## config.mk

```make
export PLATFORM = sky130hd
export DESIGN_NAME = alu_exec
export DESIGN_NICKNAME = d
export VERILOG_FILES = /design/src/rtl/alu_pkg.sv /design/src/rtl/alu_shift_step.sv /design/src/rtl/alu_exec.sv
export SDC_FILE = /design/constraint.sdc
export NUM_CORES = 1
export LEC_CHECK = 0
export ABC_AREA = 1
export ABC_CLOCK_PERIOD_IN_PS = 1250
export CAP_MARGIN = 20
export CORE_MARGIN = 1.5
export CORE_UTILIZATION = 50
export CTS_CLUSTER_DIAMETER = 80
export DETAILED_ROUTE_END_ITERATION = 10
export PLACE_DENSITY = 0.77
export SYNTH_ARGS = -nofsm -noshare
export SYNTH_HDL_FRONTEND = slang
export SYNTH_HIERARCHICAL = 1
export SYNTH_SLANG_ARGS = --single-unit
```

## constraint.sdc

```tcl
create_clock -name clk -period 1.25 [get_ports clk]
set_input_delay 0.1875 -clock clk [delete_from_list [all_inputs] [get_ports clk]]
set_output_delay 0.1875 -clock clk [all_outputs]
set_load 0.02 [all_outputs]
```

## src/rtl/alu_pkg.sv

```systemverilog
// Shared ALU definitions: alucontrol code values (also used by the ALU control
// decoder) and the execute-stage FSM state encoding.
package alu_pkg;

    localparam logic [3:0] ALU_AND  = 4'b0000;
    localparam logic [3:0] ALU_OR   = 4'b0001;
    localparam logic [3:0] ALU_ADD  = 4'b0010;
    localparam logic [3:0] ALU_SLL  = 4'b0011;
    localparam logic [3:0] ALU_SRL  = 4'b0100;
    localparam logic [3:0] ALU_SRA  = 4'b0101;
    localparam logic [3:0] ALU_SUB  = 4'b0110;
    localparam logic [3:0] ALU_SLT  = 4'b0111;
    localparam logic [3:0] ALU_JALR = 4'b1000;

    typedef enum logic [1:0] {
        ST_IDLE  = 2'b00,
        ST_SHIFT = 2'b01,
        ST_HOLD  = 2'b10
    } state_t;

    function automatic logic is_shift(input logic [3:0] code);
        return (code == ALU_SLL) || (code == ALU_SRL) || (code == ALU_SRA);
    endfunction

endpackage

```

## src/rtl/alu_shift_step.sv

```systemverilog
// Combinational single-bit shift of a WIDTH-bit word for SLL/SRL/SRA;
// any other code passes the word through unchanged.
module alu_shift_step
    import alu_pkg::*;
#(
    parameter int WIDTH = 32
) (
    input  logic [3:0]       op,
    input  logic [WIDTH-1:0] d,
    output logic [WIDTH-1:0] q
);

    always_comb begin
        case (op)
            ALU_SLL: q = {d[WIDTH-2:0], 1'b0};
            ALU_SRL: q = {1'b0, d[WIDTH-1:1]};
            ALU_SRA: q = {d[WIDTH-1], d[WIDTH-1:1]};
            default: q = d;
        endcase
    end

endmodule

```

## src/rtl/alu_exec.sv

```systemverilog
// Execute-stage ALU with valid/ready on both sides. Define ALU_EXEC_SHIFT_EN to
// build the iterative (one bit per cycle) shifter; otherwise shift codes are illegal.
module alu_exec
    import alu_pkg::*;
#(
    parameter int WIDTH = 32
) (
    input  logic             clk,
    input  logic             reset,
    input  logic             in_valid,
    output logic             in_ready,
    input  logic [3:0]       alucontrol,
    input  logic [WIDTH-1:0] a,
    input  logic [WIDTH-1:0] b,
    output logic             out_valid,
    input  logic             out_ready,
    output logic [WIDTH-1:0] result,
    output logic             zero,
    output logic             illegal
);

    localparam int SHW = $clog2(WIDTH);

    state_t           state, state_nxt;
    logic             accept;
    logic             start_shift;
    logic [WIDTH-1:0] sum;
    logic [WIDTH-1:0] op_result;
    logic             op_illegal;
    logic [WIDTH-1:0] result_q;
    logic             zero_q;
    logic             illegal_q;

    assign accept = in_valid & in_ready;
    assign sum    = a + b;

`ifdef ALU_EXEC_SHIFT_EN
    localparam logic [SHW-1:0] CNT_ONE = SHW'(1);

    logic [SHW-1:0]   shamt;
    logic [SHW-1:0]   cnt;
    logic [3:0]       shift_op;
    logic [WIDTH-1:0] work;
    logic [WIDTH-1:0] work_step;
    logic             shift_last;

    assign shamt      = b[SHW-1:0];
    assign shift_last = (state == ST_SHIFT) && (cnt == CNT_ONE);

    alu_shift_step #(.WIDTH(WIDTH)) u_shift_step (
        .op (shift_op),
        .d  (work),
        .q  (work_step)
    );
`endif

    // Single-cycle result for the code on the inputs; shifts by zero complete here too.
    always_comb begin
        // NOTE: every output gets a default first so no path leaves it unassigned (no latch).
        op_result   = '0;
        op_illegal  = 1'b0;
        start_shift = 1'b0;
        case (alucontrol)
            ALU_AND:  op_result = a & b;
            ALU_OR:   op_result = a | b;
            ALU_ADD:  op_result = sum;
            ALU_SUB:  op_result = a - b;
            ALU_SLT:  op_result = {{(WIDTH-1){1'b0}}, ($signed(a) < $signed(b))};
            ALU_JALR: op_result = {sum[WIDTH-1:1], 1'b0};
            ALU_SLL, ALU_SRL, ALU_SRA: begin
`ifdef ALU_EXEC_SHIFT_EN
                if (shamt == '0) begin
                    op_result = a;
                end else begin
                    start_shift = 1'b1;
                end
`else
                op_illegal = 1'b1;
`endif
            end
            default:  op_illegal = 1'b1;
        endcase
    end

    always_ff @(posedge clk or posedge reset) begin
        if (reset) begin
            // NOTE: sequential state uses non-blocking assignments so all flops update together.
            state <= ST_IDLE;
        end else begin
            state <= state_nxt;
        end
    end

    always_comb begin
        state_nxt = state;
        in_ready  = 1'b0;
        out_valid = 1'b0;
        case (state)
            ST_IDLE: begin
                in_ready = 1'b1;
                if (in_valid) begin
                    state_nxt = start_shift ? ST_SHIFT : ST_HOLD;
                end
            end
`ifdef ALU_EXEC_SHIFT_EN
            ST_SHIFT: begin
                if (shift_last) begin
                    state_nxt = ST_HOLD;
                end
            end
`endif
            ST_HOLD: begin
                out_valid = 1'b1;
                in_ready  = out_ready;
                if (out_ready) begin
                    if (in_valid) begin
                        state_nxt = start_shift ? ST_SHIFT : ST_HOLD;
                    end else begin
                        state_nxt = ST_IDLE;
                    end
                end
            end
            default: state_nxt = ST_IDLE;
        endcase
    end

    // Result, zero and illegal load together and only when a result completes.
    always_ff @(posedge clk or posedge reset) begin
        if (reset) begin
            result_q  <= '0;
            zero_q    <= 1'b1;
            illegal_q <= 1'b0;
        end else if (accept && !start_shift) begin
            result_q  <= op_result;
            zero_q    <= (op_result == '0);
            illegal_q <= op_illegal;
`ifdef ALU_EXEC_SHIFT_EN
        end else if (shift_last) begin
            result_q  <= work_step;
            zero_q    <= (work_step == '0);
            illegal_q <= 1'b0;
`endif
        end
    end

`ifdef ALU_EXEC_SHIFT_EN
    always_ff @(posedge clk or posedge reset) begin
        if (reset) begin
            work     <= '0;
            cnt      <= '0;
            shift_op <= ALU_SLL;
        end else if (accept && start_shift) begin
            work     <= a;
            cnt      <= shamt;
            shift_op <= alucontrol;
        end else if (state == ST_SHIFT) begin
            work     <= work_step;
            cnt      <= cnt - CNT_ONE;
        end
    end
`endif

    assign result  = result_q;
    assign zero    = zero_q;
    assign illegal = illegal_q;

endmodule

```

==> summary.txt, run 1 <==
Floorplanning
  • DIE WIDTH: 127.9 um
  • Initial Util: 0.5128
  • Ports: 108
  • Die Y-Extent: 127.9 um
  • Rows: 45

Yosys
  • Register area share after synthesis: 0.1125
  • Synthesized net count: 1625
  • Syn. warnings: 6
  • Cell variety after synth: 35
  • Cell Area, Synth: 0.007795 mm^2
  • #FFs+latches synth: 35
  • Post-Syn Instances: 1453
  • Synth Area per Inst: 5.365 um^2

Place
  • Placed Area: 0.01192 mm^2
  • Hpwl dp: 28310 um
  • Port buffer count: 107
  • RD Place Congestion: 1.051

Clocking
  • # hold bufs at CTS: 0
  • H-tree depth: 2
  • CTS sink cnt: 35
  • CTS buffer count: 5
  • Post-cts resize count: 939
  • Clock Tree Buf Depth: 2
  • Post-CTS setup buffers: 110
  • Root Driver: clkbuf_16

Outcome
  • Error msg: [ERROR DPL-0033] detailed placement checks failed during check placement.
  • Last stage: 4_1_cts
  • Status: aborted with a tool error
per-stage QoR:
stage | utilization | hold slack, ps | setup WS [ps] | std cells
after global placement | 0.7842 | 440.4 | -1696 | 2013
after floorplan | - | 341.1 | -671.9 | 1453
after detailed placement | 0.7842 | 452.3 | -1778 | 2013
synth_stat cells:
master / instances / area, um^2
buf_6: 3 / 33.78
inv_2: 7 / 26.28
buf_1: 1 / 3.750
nor2_1: 144 / 540.5
nor3_2: 1 / 10.01
fa_1: 2 / 40.04
o21bai_1: 7 / 52.55
o21a_1: 1 / 7.510
xor2_1: 1 / 8.760
o41ai_1: 1 / 8.760
nand3b_1: 7 / 52.55
ha_1: 98 / 1226
buf_2: 21 / 105.1
a31oi_1: 3 / 18.77
nor3_1: 13 / 65.06
nor4_1: 4 / 25.02
and2_1: 3 / 18.77
and3_1: 3 / 18.77
dfstp_2: 1 / 26.28
buf_4: 5 / 37.54
nand2_2: 10 / 62.56
nor2_2: 10 / 62.56
a21oi_1: 50 / 250.2
nand3_2: 2 / 20.02
a21oi_2: 4 / 35.03
nand3_1: 169 / 845.8
clkinv_1: 1 / 3.750
dfrtp_1: 34 / 850.8
o21ai_0: 43 / 215.2
or2_2: 1 / 6.260
clkbuf_1: 8 / 30.03
inv_1: 283 / 1062
o22ai_1: 20 / 125.1
nand2_1: 471 / 1768
nand4_1: 21 / 131.4
kinds of logic after synthesis:
family | synth area share
buffers and inverters | 0.1671
AND/OR/NAND/NOR | 0.4653
flip-flops | 0.1125
XOR/XNOR | 0.001124
adder cells (fa/ha/maj) | 0.1624
AO/OA/AOI/OAI | 0.09149
==> inputs of run 2 (changes only) <==
--- a/config.mk
+++ b/config.mk
@@ -6,13 +6,12 @@
 export NUM_CORES = 1
 export LEC_CHECK = 0
 export ABC_AREA = 1
-export ABC_CLOCK_PERIOD_IN_PS = 1250
+export ABC_CLOCK_PERIOD_IN_PS = 1620
 export CAP_MARGIN = 20
 export CORE_MARGIN = 1.5
-export CORE_UTILIZATION = 50
-export CTS_CLUSTER_DIAMETER = 80
+export CORE_UTILIZATION = 35
 export DETAILED_ROUTE_END_ITERATION = 10
-export PLACE_DENSITY = 0.77
+export PLACE_DENSITY_LB_ADDON = 0.15
 export SYNTH_ARGS = -nofsm -noshare
 export SYNTH_HDL_FRONTEND = slang
 export SYNTH_HIERARCHICAL = 1
==> constraint.sdc (replaced) <==
create_clock -name clk -period 1.62 [get_ports clk]
set_input_delay 0.243 -clock clk [delete_from_list [all_inputs] [get_ports clk]]
set_output_delay 0.243 -clock clk [all_outputs]
set_load 0.02 [all_outputs]
==> run 2 against run 1 <==
  * The flow now finishes, with violations (negative setup slack)
  * Synthesized cell count unchanged
  * Synthesized area unchanged
==> summary.txt, run 2 <==
Setup path
  • Register-to-Register Path Depth: 13
  • Crit Path Class: input pin to flop
  • Reg2Reg Setup Slack: 10 ps
  • Worst setup EP type: flop
  • Worst path required time: 1830 ps
  • Worst-path fanout max: 3
  • CP arrival: 2420 ps
  • CP Launch Type: input pin
  • R2r endpoint: zero
  • Reg2reg start: state[1]

Finish
  • Design area: 0.01642 mm^2
  • Area occupied by multi-input gates: 0.008989 mm^2
  • Non-Filler Instances: 2238
  • Final Core Density: 0.7522
  • Most common cell after layout, fill and taps aside: buf_4
  • Layout net count: 2128
  • Area growth, synth to finish: 110.6%
  • Filler cell count: 1687
  • Register area: 877.1 um^2
  • Number of flip-flops in the largest register: 32
  • Ratio of cells with drive above 1 in the final layout: 0.6239
  • Most frequent cells in the layout: buf_4, nand2_1, nand2_2

GRT
  • Initial antenna violation count: 1
  • Total Routing Usage GR: 0.3076
  • GR Util met1: 0.4110
  • Grt ovf: 0
  • Vias in the first global route: 10.94k
  • First-pass GRT wire length: 57190 um
  • GRT busiest layer: met2
  • GR Layer Usage met2: 0.5193
  • Met3 usage: 0.04807
  • Pin count of the biggest net entering global routing: 52

Floorplanning
  • DIE WIDTH: 152.2 um (+19%)
  • Die Y-Extent: 152.2 um (+19%)
  • Initial Util: 0.3572 (-0.1556)
  • Core Area: 0.02182 mm^2
  • Die Area: 0.02318 mm^2
  • Rows: 54 (+20%)
  • Ports: 108 (unchanged)

STA
  • Slew @ Worst Pin: 427.0 ps
  • Fin crit share: 1.364
  • Final setup violation count: 29
  • RSZ-0062 raised after global routing: yes
  • Final hold vios: 0
  • Slew Limit Headroom: 0.7140
  • Slack of the critical path: -590.1 ps
  • Peak Freq: 452.5 MHz
  • Clk_skew: 3.920 ps
  • Tmin final: 2210 ps
  • Worst Hold Margin: 307.1 ps
  • Slew Limit Fails: 0

Clocking
  • H-tree depth: 2 (unchanged)
  • CTS sink cnt: 35 (unchanged)
  • Latest clock arrival within the worst-skew pair: 280 ps
  • Clock Tree Buf Depth: 2 (unchanged)
  • Clock tree from TritonCTS: built
  • Root Driver: clkbuf_16
  • # hold bufs at CTS: 0 (unchanged)
  • CTS clock-pin slew for the worst setup and hold paths: 50 ps
  • CTS buffer count: 5 (unchanged)

Flow run
  • Max-Cap Viols: 0

Place
  • RD Place Congestion: 0.9547 (-9.1%)
  • Placed Cells: 2116 (+5.1%)
  • Port buffer count: 107 (unchanged)
  • Hpwl dp: 29180 um (+3.1%)
  • Placed Area: 0.01205 mm^2 (+1.1%)

Yosys
  • #FFs+latches synth: 35 (unchanged)
  • Synthesized net count: 1625 (unchanged)
  • Register area share after synthesis: 0.1125 (unchanged)
  • Post-synth top area share: 0.2268 (unchanged)
  • Cell Area, Synth: 0.007795 mm^2 (unchanged)
  • Synth Area per Inst: 5.365 um^2 (unchanged)
  • Most common library cells after synthesis: nand2_1, inv_1, nand3_1, nor2_1, ha_1
  • Top_reg_cell synth: dfrtp_1
  • Largest cells by area after synthesis: nand2_1, ha_1, inv_1, dfrtp_1, nand3_1
  • FFs w/ async S/R, synth: 1.000 (unchanged)
  • Post-Syn Instances: 1453 (unchanged)
  • Cell taking the most area after synthesis: nand2_1
  • Number of synthesized flops with an enable pin: 0 (unchanged)
  • Count leader, synth: nand2_1
  • Syn. warnings: 6 (unchanged)
  • Cell variety after synth: 35 (unchanged)

Routing
  • Iteration-0 DRC Markers: 775
  • DR WL/cell: 17.22 um
  • ANT nets after route: 0
  • Via count: 11.43k
  • Drt pass-1 iters: 6
  • DRC errors left: 0
  • Via density: 5.105
  • Detailed Route WL: 38540 um

Pwr
  • Total chip power: 8.016 mW
  • Leakage: 8.240 nW
  • Peak VDD IR: 0.3793 mV
  • Power Dens Cells: 488.3 mW/mm^2

Outcome
  • Status: finished, violations left
  • Failing checks: negative setup slack

Worst hold path
  • Hold Path Class: input pin to asynchronous set/reset pin
-- run 2: cell counts after synthesis --
No cell type changed its count.
-- run 2: area by class of cell --
type / count / share of cell area
Inverter: 291 / 0.07477
Clock buffer: 5 / 0.007622
Tap cell: 280 / 0.02134
Clock inverter: 3 / 0.001220
Multi-Input combinational cell: 1089 / 0.5476
Sequential cell: 35 / 0.05343
Timing Repair Buffer: 534 / 0.2939
Antenna cell: 1 / 0.0001524
-- run 2: kinds of logic (layout without fill, tap and decap cells) --
logic type	after synthesis	in the layout	synth area share
xor+xnor	1	1	0.001124
compound gates	129	129	0.09149
simple gates	859	859	0.4653
other cells	0	1	0
buf+inv	329	833	0.1671
flops	35	35	0.1125
fa+ha+maj	100	100	0.1624
-- run 2: where the power goes --
part / internal (mW) / switching [mW] / leakage [nW]
Sequential: 0.985 / 0.0608 / 0.460
Combinational: 2.77 / 3.27 / 7.71
Clock: 0.565 / 0.367 / 0.0658
Total: 4.32 / 3.69 / 8.24
-- run 2: repair_timing --
action	4_1_cts	5_1_grt
setup endpoints to repair	35	31
pin swaps	290	228
setup buffers	93	48
resized for setup	907	337
-- run 2: metal layers --
metal	vias up	part of all wire
li1	5519	-
met1	5369	0.42
met2	449	0.48
met3	89	0.074
met4	0	0.026
met5	-	0
-- run 2: worst max path at each step --
stage                      from    endpoint  slack (ps)  depth (start not counted)
after floorplan            a[0]        zero        -360                         21
after global placement    b[17]        zero       -1490                         20
after detailed placement  b[17]        zero       -1500                         20
after CTS                  a[0]        zero        -600                         23
after global routing       a[0]        zero        -660                         20
final                      a[0]  result[16]        -590                         18
-- run 2: worst max-delay path, stage by stage --
cell and delay (ps):
buf_12 110, inv_12 40, ha_4 140, inv_4 40
fa_2 410, nand2_2 100, nand2_4 70, nand4_1 140
nand2_2 130, nand3_4 100, buf_4 110, a21oi_1 50
nor2_1 170, nor2_4 60, buf_4 130, buf_4 120
buf_4 120, o21ai_1 110
-- run 2: stage by stage --
| stage | setup slack (ps) | setup TNS [ps] |
|---|---|---|
| after floorplan | -357.7 | -2154 |
| after global placement | -1489 | -34050 |
| after detailed placement | -1503 | -34980 |
| after CTS | -599.0 | -8824 |
| after global routing | -661.4 | -10500 |
| final | -590.1 | -8103 |
Note: power is estimated with default switching activity, not from simulation.
